File: src/rtl/alu_arbiter.sv
// alu_arbiter: two request/response ports sharing one external single-cycle ALU.
// One operation in flight at a time: IDLE (arbitrate/accept) -> ISSUE (drive ALU)
// -> RESP (hold response until the owning port takes it).
// Build option: define ALU_ARB_RR_EN for round-robin arbitration; without it,
// port 0 has fixed priority and no last-grant pointer exists.
module alu_arbiter #(
    parameter int unsigned W = 32
) (
    input  logic         clk,
    input  logic         rst_n,
    input  logic         req0_valid,
    output logic         req0_ready,
    input  logic [3:0]   req0_op,
    input  logic [W-1:0] req0_a,
    input  logic [W-1:0] req0_b,
    input  logic         req1_valid,
    output logic         req1_ready,
    input  logic [3:0]   req1_op,
    input  logic [W-1:0] req1_a,
    input  logic [W-1:0] req1_b,
    output logic         rsp0_valid,
    input  logic         rsp0_ready,
    output logic [W-1:0] rsp0_result,
    output logic         rsp0_zero,
    output logic         rsp0_err,
    output logic         rsp1_valid,
    input  logic         rsp1_ready,
    output logic [W-1:0] rsp1_result,
    output logic         rsp1_zero,
    output logic         rsp1_err,
    output logic [W-1:0] alu_data1,
    output logic [W-1:0] alu_data2,
    output logic [3:0]   alu_ctrl,
    input  logic [W-1:0] alu_result,
    input  logic         alu_zero
);

    typedef enum logic [1:0] {StIdle, StIssue, StResp} state_t;

    state_t state_q;
    logic   port_q;   // port that owns the operation in flight
    logic   op_ok_q;  // captured op code is one the ALU understands
`ifdef ALU_ARB_RR_EN
    logic   last_q;   // port granted on the most recent accept
`endif

    logic         grant_any;
    logic         grant_port;
    logic [3:0]   sel_op;
    logic [W-1:0] sel_a;
    logic [W-1:0] sel_b;
    logic [W-1:0] issue_result;
    logic         issue_zero;
    logic         issue_err;

    function automatic logic op_supported(input logic [3:0] op);
        case (op)
            4'b0010, 4'b0110, 4'b0000, 4'b0001, 4'b0111: op_supported = 1'b1;
            default:                                     op_supported = 1'b0;
        endcase
    endfunction

    // Arbitration among valid ports; grant_port is only meaningful when grant_any is set.
    always_comb begin
        grant_any = req0_valid | req1_valid;
`ifdef ALU_ARB_RR_EN
        if (req0_valid && req1_valid) begin
            grant_port = ~last_q;
        end else begin
            grant_port = ~req0_valid;
        end
`else
        grant_port = ~req0_valid;
`endif
    end

    assign sel_op = grant_port ? req1_op : req0_op;
    assign sel_a  = grant_port ? req1_a  : req0_a;
    assign sel_b  = grant_port ? req1_b  : req0_b;

    // Ready only for the granted port, only in IDLE, never while reset is asserted.
    assign req0_ready = rst_n && (state_q == StIdle) && grant_any && !grant_port;
    assign req1_ready = rst_n && (state_q == StIdle) && grant_any && grant_port;

    // Response value for the op in ISSUE; unsupported ops ignore the ALU entirely.
    always_comb begin
        if (op_ok_q) begin
            issue_result = alu_result;
            issue_zero   = alu_zero;
            issue_err    = 1'b0;
        end else begin
            issue_result = '0;
            issue_zero   = 1'b1;
            issue_err    = 1'b1;
        end
    end

    // Control FSM with registered ALU drive and response outputs.
    always_ff @(posedge clk) begin
        if (!rst_n) begin
            state_q     <= StIdle;
            port_q      <= 1'b0;
            op_ok_q     <= 1'b0;
            rsp0_valid  <= 1'b0;
            rsp0_result <= '0;
            rsp0_zero   <= 1'b0;
            rsp0_err    <= 1'b0;
            rsp1_valid  <= 1'b0;
            rsp1_result <= '0;
            rsp1_zero   <= 1'b0;
            rsp1_err    <= 1'b0;
            alu_data1   <= '0;
            alu_data2   <= '0;
            alu_ctrl    <= 4'b0000;
`ifdef ALU_ARB_RR_EN
            last_q      <= 1'b1;
`endif
        end else begin
            case (state_q)
                StIdle: begin
                    if (grant_any) begin
                        port_q    <= grant_port;
                        op_ok_q   <= op_supported(sel_op);
                        alu_data1 <= sel_a;
                        alu_data2 <= sel_b;
                        // An unknown code is never forwarded to the ALU.
                        alu_ctrl  <= op_supported(sel_op) ? sel_op : 4'b0000;
`ifdef ALU_ARB_RR_EN
                        last_q    <= grant_port;
`endif
                        state_q   <= StIssue;
                    end
                end
                StIssue: begin
                    alu_data1 <= '0;
                    alu_data2 <= '0;
                    alu_ctrl  <= 4'b0000;
                    if (port_q) begin
                        rsp1_valid  <= 1'b1;
                        rsp1_result <= issue_result;
                        rsp1_zero   <= issue_zero;
                        rsp1_err    <= issue_err;
                    end else begin
                        rsp0_valid  <= 1'b1;
                        rsp0_result <= issue_result;
                        rsp0_zero   <= issue_zero;
                        rsp0_err    <= issue_err;
                    end
                    state_q <= StResp;
                end
                StResp: begin
                    if (!port_q && rsp0_ready) begin
                        rsp0_valid <= 1'b0;
                        state_q    <= StIdle;
                    end else if (port_q && rsp1_ready) begin
                        rsp1_valid <= 1'b0;
                        state_q    <= StIdle;
                    end
                end
                default: state_q <= StIdle;
            endcase
        end
    end

endmodule

File: config.mk
export PLATFORM = sky130hd
export DESIGN_NAME = alu_arbiter
export DESIGN_NICKNAME = d
export VERILOG_FILES = /design/src/rtl/alu_arbiter.sv
export SDC_FILE = /design/constraint.sdc
export NUM_CORES = 1
export LEC_CHECK = 0
export ABC_CLOCK_PERIOD_IN_PS = 1690
export CORE_MARGIN = 4
export CORE_UTILIZATION = 40
export CTS_CLUSTER_SIZE = 40
export DETAILED_ROUTE_END_ITERATION = 10
export GPL_ROUTABILITY_DRIVEN = 0
export PLACE_DENSITY = 0.79
export SLEW_MARGIN = 15
export SYNTH_ARGS = -nofsm -noshare
export SYNTH_HDL_FRONTEND = slang
export SYNTH_SLANG_ARGS = --single-unit
File: constraint.sdc
create_clock -name clk -period 1.69 [get_ports clk]
set_input_delay 0.2535 -clock clk [delete_from_list [all_inputs] [get_ports clk]]
set_output_delay 0.2535 -clock clk [all_outputs]
set_load 0.1 [all_outputs]
==> impl_metrics.toml, run 1 <==
[floorplanning]
die_height_um = 136.9
die_w_um = 136.9
start_util_pct = 41.38
ioPinCount = 315
die_area_um2 = 18740
rows = 46
coreArea_um2 = 16060

[layout]
fin_nets = 1184
fillCellCount = 1099
fin_cells = 1245
utilization_pct = 74.01
drive_above_1_share_pct = 22.11
synthToLayoutAreaGrowth_pct = 78.84
fin_area_um2 = 11880

[pwr]
clockPowerShare_pct = 32.5
p_int_mw = 6.827
power_density_nw_per_um2 = 882.9
vdd_drop_max_mv = 0.6906
p_sw_share_pct = 34.93
pwr-share-comb_pct = 32.1
power.switching_mw = 3.666
pwr-share-seq_pct = 35.3
leakage_nw = 4.504

[worst_setup_path]
max_stage_delay_ns = 0.40
setup.worst_path.start_class = "flop"
critPathMaxFanout = 12
cp_data_arrival_time_ns = 1.38
crit_top_cell = "nor2_4"
path_cells = "nor2_4, nand3_4, nor2_4, buf_12"
critPathCaptureType = "output pin"
worstPathRequired_ns = 1.44
worstSetupPathType = "reg -> out"
critical-path-slowest-cell = "dfxtp_4"

[drt]
wire_per_inst_um = 19.18
drt_pass1_iterations = 5
remaining_drc_errors = 0
drt_iter0_drc = 280
vias_per_cell = 5.288
vias = 6583
ant_nets = 0
drt-total-wl_um = 23870

[timing]
clock_skew_ns = 0.01020
worst_slew_pin_slew_ns = 0.5022
relSlewSlack_pct = 66.52
whs_ns = 0.2562
fmax_mhz = 610.7
finalCritPeriodShare_pct = 96.88
final_hold_viol_count = 0
min_period_ns = 1.637
drv_slew = 0
setup_viol_count_final = 0

[clock_network]
clkLatencyLatePin_ns = 0.42
path_clk_slew_ns = 0.06
cts_buffers = 17
cts_sinks = 142
cts_buffer_depth = 2
cts_root_buf = "clkbuf_16"
hold_buffers = 0
cts_tree = "yes"
htree_levels = 4

[synth]
syn_area_um2 = 6645
synth_adder_area_share_pct = 0
synth.area.mux_share_pct = 10.15
synth_xor_area_share_pct = 0
synth_compound_area_share_pct = 14.27
synth-seq-cells = 142
synthSimpleGateAreaFrac_pct = 24.93
synth_area_leader_cell = "dfxtp_1"
yosysTopAreaCellShare_pct = 42.78
synth_top_family_by_area = "simple AND/OR/NAND/NOR gates"
synth_nets = 899
synthTopCellsByArea = "dfxtp_1 43%, mux2i_1 9.6%, a21boi_1 7.3%"
synth_cells = 724
synthDistinctLibCells = 40
yosysSeqAreaShare_pct = 42.78
syn_avg_cell_area_um2 = 9.178
yosysWarnings = 0

[grt]
antenna_found_initial = 7
grt_max_degree = 95
grt_pass1_wl_um = 36430
grt_usage_pct = 25.05
overflow = 0
grt_pass1_vias = 6690

[job]
drv_cap = 0

[placement]
place_inst = 1205
post_dp_cell_area_um2 = 11290
place_hpwl_um = 17470
numPortBuffers = 314

[worst_hold_path]
hold_class = "in -> reg"

[status]
status = "complete, no violations"
==> registers in the layout, summed over array words and instances, names as in the netlist <==
name         flops
rsp0_err         1
port_q           1
rsp0_valid       1
alu_ctrl         4
rsp0_result     32
alu_data2       32
rsp1_zero        1
op_ok_q          1
rsp0_zero        1
rsp1_err         1
alu_data1       32
rsp1_result     32
rsp1_valid       1
state_q          2
==> placed cells by master, fill, tap and decap left out, drive strengths merged, types with 4 or more instances in the layout <==
cell type / count
buf: 169
nor4: 64
clkdlybuf4s50: 172
inv: 6
a21oi: 66
nor2: 6
diode: 7
nand3: 65
clkbuf: 21
o21ai: 4
nor2b: 66
clkinvlp: 5
dfxtp: 142
a21boi: 65
mux2i: 64
nand2: 75
==> through the flow <==
step                 TNS [ns]  setup WS [ns]  total power [mW]
floorplan                   0       0.009350             5.716
global placement            0        0.07267             7.085
detailed placement   -0.02884       -0.02132             7.130
CTS                         0       0.002315             10.55
global route        -0.005924      -0.005924             10.88
finish                      0        0.05266             10.49
==> final timing paths <==
path              cells past startpoint  slack (ns)                    startpoint                           end
hold reg to reg                       2        0.49  rsp0_result[24]$_SDFFE_PN0P_  rsp0_result[24]$_SDFFE_PN0P_
setup reg to reg                      5        0.17           port_q$_SDFFE_PN0P_   rsp1_result[2]$_SDFFE_PN0P_
hold / removal                        2        0.26                         rst_n    alu_data2[28]$_SDFFE_PN0P_
setup / recovery                      4        0.05       state_q[1]$_SDFFE_PN0P_                    req1_ready
==> kinds of logic (layout without fill, tap and decap cells) <==
kind of cell,count (synthesis),count (layout)
AOI/OAI and AO/OA,146,146
buffers and inverters,78,376
DFF,142,142
muxes,67,67
other,0,7
and+or+nand+nor,291,291
==> worst max-delay path: cells and delay by family (launching register included) <==
| family | cells | cell delay [ns] |
|---|---|---|
| simple gates | 3 | 0.37 |
| buf+inv | 1 | 0.18 |
| flops | 1 | 0.40 |
==> synth_stat cells <==
cell type	number
nand2_1	75
nor4_2	10
or3b_1	1
buf_6	10
nand4b_1	2
o21ai_0	1
dfxtp_1	142
o31ai_1	1
a21boi_1	65
buf_1	1
mux2i_1	64
o211a_1	3
nor3_1	1
o21bai_4	1
and3_1	2
a32oi_1	1
a32o_1	3
mux2_2	3
nor2_2	1
nand3_1	65
inv_2	1
inv_1	2
buf_12	6
nand2b_4	1
nor2b_1	66
nor4_1	54
a21oi_1	66
and2_1	2
nand3b_1	2
clkbuf_1	28
nor3_2	1
buf_4	8
nor2_8	2
nor2_1	3
a21o_1	1
or2_4	1
nand2b_1	2
o21ai_1	3
o21bai_1	1
buf_2	22
==> area by class of cell <==
type                    instances  area (um2)  area share, %
diodes                          7       17.52         0.1474
well taps                     216       270.3          2.274
multi-input cells             504        3317          27.91
clock inverters                11       86.33         0.7265
repair buffers                341        4880          41.06
flip-flops and latches        142        2851          23.99
inverters                       3       11.26        0.09476
clock buffers                  21       450.4          3.790
==> power by group through the flow <==
stage / registers, mW / clock network, mW / logic, mW
floorplan: 4.79 / 0 / 0.928
global placement: 3.77 / 0 / 3.31
global route: 3.73 / 3.63 / 3.52
finish: 3.71 / 3.42 / 3.37
detailed placement: 3.78 / 0 / 3.35
CTS: 3.71 / 3.47 / 3.37
==> timing repair <==
item	in CTS	in global routing
pin swaps	0	1
setup buffers	2	0
gates cloned	0	0
resized for setup	4	2
endpoints found under the setup margin	2	1
==> per-layer routing <==
layer	global-route usage, %	up-vias	share of wire, %	wire (um)
met5	0	-	0	0
met4	11.75	0	3.0	707
met3	9.412	37	8.6	2060
met2	42.58	255	51	12240
met1	27.68	3148	37	8866
li1	-	3143	-	-
(Power assumes the default switching activity.)
==> inputs of run 2 (changes only) <==
--- a/config.mk
+++ b/config.mk
@@ -11,7 +11,7 @@
 export CTS_CLUSTER_SIZE = 40
 export DETAILED_ROUTE_END_ITERATION = 10
 export GPL_ROUTABILITY_DRIVEN = 0
-export PLACE_DENSITY = 0.79
+export PLACE_DENSITY = 0.91
 export SLEW_MARGIN = 15
 export SYNTH_ARGS = -nofsm -noshare
 export SYNTH_HDL_FRONTEND = slang
==> constraint.sdc (replaced) <==
create_clock -name clk -period 1.69 [get_ports clk]
set_input_delay 0.507 -clock clk [delete_from_list [all_inputs] [get_ports clk]]
set_output_delay 0.507 -clock clk [all_outputs]
set_load 0.005 [all_outputs]
==> impl_metrics.toml, run 2 (same netlist as run 1, synthesis figures left out) <==
[worst_setup_path]
critPathCaptureType = "output pin"
path_cells = "nor2_4, buf_6, and3_4, buf_6"
worstPathRequired_ns = 1.18
critPathMaxFanout = 2
cp_num_buf_inv = 2
cp_data_arrival_time_ns = 1.24
max_stage_delay_ns = 0.34
setup.worst_path.start_class = "flop"
crit_family = "flip-flops"
worstSetupPathType = "reg -> out"
crit_top_cell = "buf_6"
critical-path-slowest-cell = "dfxtp_2"

[drt]
ant_nets = 0
wire_per_inst_um = 17.68
drt_pass1_iterations = 5
drt_iter0_drc = 328
remaining_drc_errors = 0
vias = 6595
drt-total-wl_um = 22040
vias_per_cell = 5.289

[timing]
min_period_ns = 1.744
finalCritPeriodShare_pct = 103.2
fmax_mhz = 573.3
grt_setup_unrepaired = "true"
drv_slew = 0
final.setup.tns_ns = -0.1075
setup_viol_count_final = 2
whs_ns = 0.4473
worst_slew_pin_slew_ns = 0.6386
final.setup.worst_slack_ns = -0.05419
clock_skew_ns = 0.01337
relSlewSlack_pct = 57.43
final_hold_viol_count = 0

[layout]
fillCellCount = 1314
synthToLayoutAreaGrowth_pct = 56.67
fin_area_um2 = 10410
layout_common_cells = "171 x clkdlybuf4s50_1, 139 x dlygate4sd2_1, 135 x dfxtp_1, 75 x nand2_1"
fin_nets = 1191
mostFrequentLayoutCell = "clkdlybuf4s50_1"
fin_cells = 1247
drive_above_1_share_pct = 9.913

[floorplanning]
start_util_pct = 41.38
die_area_um2 = 18740
rows = 46
ioPinCount = 315
coreArea_um2 = 16060
die_w_um = 136.9
die_height_um = 136.9

[pwr]
power_density_nw_per_um2 = 887.2
clockPowerShare_pct = 41.3
vdd_drop_max_mv = 0.6680
p_sw_share_pct = 27.33
pwr-share-seq_pct = 39.1
pwr-share-comb_pct = 19.6
power.switching_mw = 2.524
p_int_mw = 6.713
leakage_nw = 4.510

[placement]
place_inst = 1209
numPortBuffers = 314
place_hpwl_um = 15750
post_dp_cell_area_um2 = 9866

[grt]
antenna_found_initial = 2
grt_pass1_wl_um = 33480
overflow = 0
grt_max_degree = 74
grt_pass1_vias = 6581
grt_usage_pct = 22.66

[clock_network]
path_clk_slew_ns = 0.06
cts_tree = "yes"
cts_sinks = 142
cts_root_buf = "clkbuf_16"
cts_buffers = 17
htree_levels = 4
cts_buffer_depth = 2
clkLatencyLatePin_ns = 0.42

[status]
violations = "negative setup slack"
status = "finished with violations"

[job]
drv_cap = 0

[worst_hold_path]
hold_class = "reg -> reg"
==> run 2: cell count changes in the layout (fill, tap and decap cells not counted), sizes merged <==
cell / previous run / this run
bufinv: 0 / 2
inv: 6 / 12
clkinv: 3 / 2
diode: 7 / 2
clkinvlp: 5 / 2
buf: 169 / 37
clkdlybuf4s50: 172 / 171
dlygate4sd2: 0 / 139
clkbuf: 21 / 18
==> run 2: what timing repair did <==
item | 4_1_cts | 5_1_grt
hold buffers | 0 | 0
gates resized for setup | 160 | 6
gates cloned | 0 | 1
pin swaps | 4 | 3
setup endpoints to repair | 215 | 88
buffers inserted | 3 | 0
==> run 2: stage by stage <==
| stage | power (mW) | utilization, % | setup WS, ns |
|---|---|---|---|
| finish | 9.237 | 64.84 | -0.05419 |
| global route | 9.608 | 64.84 | -0.1320 |
| CTS | 9.271 | 64.46 | -0.1104 |
| detailed placement | 5.531 | 61.44 | -0.6360 |
| global placement | 5.486 | 61.44 | -0.6189 |
| floorplan | 4.584 | - | 0.1358 |
==> run 2: layout make-up <==
| cell class | count | area [um2] | area share (%) |
|---|---|---|---|
| Timing Repair Buffer | 348 | 3361 | 32.28 |
| Clock inverter | 15 | 175.2 | 1.682 |
| Inverter | 3 | 11.26 | 0.1082 |
| Tap cell | 216 | 270.3 | 2.596 |
| Antenna cell | 2 | 5.005 | 0.04807 |
| Clock buffer | 17 | 425.4 | 4.086 |
| Multi-Input combinational cell | 504 | 3312 | 31.81 |
| Sequential cell | 142 | 2851 | 27.39 |
==> run 2: power by group through the flow <==
stage	Sequential (mW)	Clock [mW]	Combinational, mW
finish	3.61	3.82	1.81
global placement	3.67	0	1.81
detailed placement	3.68	0	1.85
global route	3.63	4.02	1.96
floorplan	3.68	0	0.902
CTS	3.61	3.88	1.78
==> run 2: worst paths after layout <==
path	startpoint	to	slack, ns	cells after the start
hold / removal	rsp1_result[7]$_SDFFE_PN0P_	rsp1_result[7]$_SDFFE_PN0P_	0.45	2
hold reg to reg	rsp1_result[7]$_SDFFE_PN0P_	rsp1_result[7]$_SDFFE_PN0P_	0.45	2
setup reg to reg	state_q[0]$_SDFFE_PN0P_	rsp0_result[24]$_SDFFE_PN0P_	0.10	5
setup / recovery	state_q[1]$_SDFFE_PN0P_	req0_ready	-0.05	4
==> run 2: tightest hold or removal path, cell delays in order (launching register included) <==
cell and delay (ns):
dfxtp_1 0.31, nand2_1 0.05, a21boi_1 0.05
==> run 2: per-layer routing <==
metal	GRT usage [%]	wire length, um	up-vias
met5	0	0	-
met2	38.72	10910	291
met4	9.756	654	0
met3	8.051	2138	43
met1	25.53	8340	3097
li1	-	-	3164
==> inputs of run 3 (changes only) <==
--- a/config.mk
+++ b/config.mk
@@ -8,6 +8,7 @@
 export ABC_CLOCK_PERIOD_IN_PS = 1690
 export CORE_MARGIN = 4
 export CORE_UTILIZATION = 40
+export CTS_BUF_LIST = sky130_fd_sc_hd__clkbuf_2 sky130_fd_sc_hd__clkbuf_4 sky130_fd_sc_hd__clkbuf_8
 export CTS_CLUSTER_SIZE = 40
 export DETAILED_ROUTE_END_ITERATION = 10
 export GPL_ROUTABILITY_DRIVEN = 0
==> impl_metrics.toml, run 3 (same netlist as run 1, synthesis figures left out) <==
[status]
status = "finished with violations"
violations = "negative setup slack"

[worst_setup_path]
rrSetupSlack_ns = 0.11
path_cells = "nor2_4, buf_4, and3_4, buf_6"
worstSetupPathType = "reg -> out"
worst-path-stages = 4
critical-path-slowest-cell = "dfxtp_4"
critPathCaptureType = "output pin"
cp_data_arrival_time_ns = 1.28
worstPathRequired_ns = 1.18
timing.critical_path.from = "state_q[1]$_SDFFE_PN0P_"
critPathCapture = "req0_ready"
crit_family = "flip-flops"
ff2ff_path_depth = 5
r2r-start = "state_q[0]$_SDFFE_PN0P_"
setup.worst_path.start_class = "flop"
r2r_end = "rsp0_result[27]$_SDFFE_PN0P_"
max_stage_delay_ns = 0.36
cp_num_buf_inv = 2
critPathMaxFanout = 2

[timing]
fmax_mhz = 558.2
min_period_ns = 1.792
setup_viol_count_final = 2
worst_slew_pin_slew_ns = 0.6264
clock_skew_ns = 0.01053
final.setup.tns_ns = -0.1687
final.setup.worst_slack_ns = -0.1015
final_hold_viol_count = 0
relSlewSlack_pct = 58.24
drv_slew = 0
finalCritPeriodShare_pct = 106.0
grt_setup_unrepaired = "true"

[floorplanning]
rows = 46
ioPinCount = 315
coreArea_um2 = 16060
die_area_um2 = 18740
die_height_um = 136.9
start_util_pct = 41.38
die_w_um = 136.9

[pwr]
vdd_drop_max_mv = 0.4919
leakage_nw = 4.434
power_density_nw_per_um2 = 804.8

[grt]
grt_pass1_vias = 6553
grt_usage_pct = 22.52
grt_max_degree = 74
antenna_found_initial = 2
grt_pass1_wl_um = 33250
overflow = 0

[drt]
drt_iter0_drc = 366
vias_per_cell = 5.282
drt_pass1_iterations = 5
vias = 6587
wire_per_inst_um = 17.65
remaining_drc_errors = 0
ant_nets = 0
drt-total-wl_um = 22010

[clock_network]
cts_tree = "yes"
cts_buffer_depth = 2
htree_levels = 4
cts_buffers = 17
cts_root_buf = "clkbuf_8"
clkLatencyLatePin_ns = 0.44
path_clk_slew_ns = 0.09
cts_sinks = 142

[placement]
place_hpwl_um = 15750
place_ws_ns = -0.6360
numPortBuffers = 314

[job]
drv_cap = 0

[layout]
mostFrequentLayoutCell = "clkdlybuf4s50_1"
synthToLayoutAreaGrowth_pct = 54.27
utilization_pct = 63.84
fin_nets = 1191
drive_above_1_share_pct = 12.44
layout_common_cells = "171 x clkdlybuf4s50_1, 139 x dlygate4sd2_1, 109 x dfxtp_1, 75 x nand2_1"

[worst_hold_path]
hold_class = "reg -> reg"
## run 3: cell counts in the layout (fill, tap and decap cells not counted)
No cell type changed its count.
## run 3: what timing repair did
action / CTS / global route
buffers inserted: 2 / 1
hold buffers: 0 / 0
gates resized for setup: 185 / 7
pin swaps: 4 / 3
setup endpoints to repair: 208 / 111
cloned: 0 / 1
hold endpoints to repair: 0 / 0
## run 3: layer usage
metal / part of all wire [%] / GRT usage [%]
met5: 0 / 0
met1: 38 / 25.47
met4: 2.9 / 10.48
met3: 9.8 / 8.015
met2: 49 / 37.98
## run 3: worst min path at each step
| stage | depth (start not counted) | to | start | slack [ns] |
|---|---|---|---|---|
| 6_report | 2 | rsp1_result[7]$_SDFFE_PN0P_ | rsp1_result[7]$_SDFFE_PN0P_ | 0.45 |
| 3_3_place_gp | 2 | rsp0_result[1]$_SDFFE_PN0P_ | rsp0_result[1]$_SDFFE_PN0P_ | 0.44 |
| 2_1_floorplan | 2 | rsp0_result[0]$_SDFFE_PN0P_ | rsp0_result[0]$_SDFFE_PN0P_ | 0.45 |
| 4_1_cts | 2 | rsp0_result[21]$_SDFFE_PN0P_ | rsp0_result[21]$_SDFFE_PN0P_ | 0.45 |
| 5_1_grt | 2 | rsp1_result[14]$_SDFFE_PN0P_ | rsp1_result[14]$_SDFFE_PN0P_ | 0.47 |
| 3_5_place_dp | 2 | rsp1_result[1]$_SDFFE_PN0P_ | rsp1_result[1]$_SDFFE_PN0P_ | 0.45 |
## run 3: layout make-up
cell class                      count  area [um2]
Fill cell                        1335        5807
Timing Repair Buffer              348        3357
Multi-Input combinational cell    504        3312
Sequential cell                   142        2887
Tap cell                          216       270.3
Clock buffer                       17       234.0
Clock inverter                     15       175.2
Inverter                            3       11.26
Antenna cell                        2       5.005
## run 3: stage by stage
stage,instances,total power [mW],instance area (um2),hold WS [ns]
2_1_floorplan,724,4.584,6645,0.4514
3_3_place_gp,1209,5.486,9866,0.4395
3_5_place_dp,1209,5.531,9866,0.4455
4_1_cts,1243,8.289,10180,0.4542
5_1_grt,1247,8.613,10250,0.4678
6_report,1247,8.250,10250,0.4514
## run 3: power by group
| part | total (mW) | internal [mW] | switching, mW |
|---|---|---|---|
| Clock | 2.83 | 1.37 | 1.46 |
| Sequential | 3.61 | 3.51 | 0.0924 |
| Combinational | 1.81 | 0.963 | 0.847 |
## run 3: worst min-delay path, stage by stage (launching register included)
cell and delay, ns:
dfxtp_1 0.31, nand2_1 0.05, a21boi_1 0.05
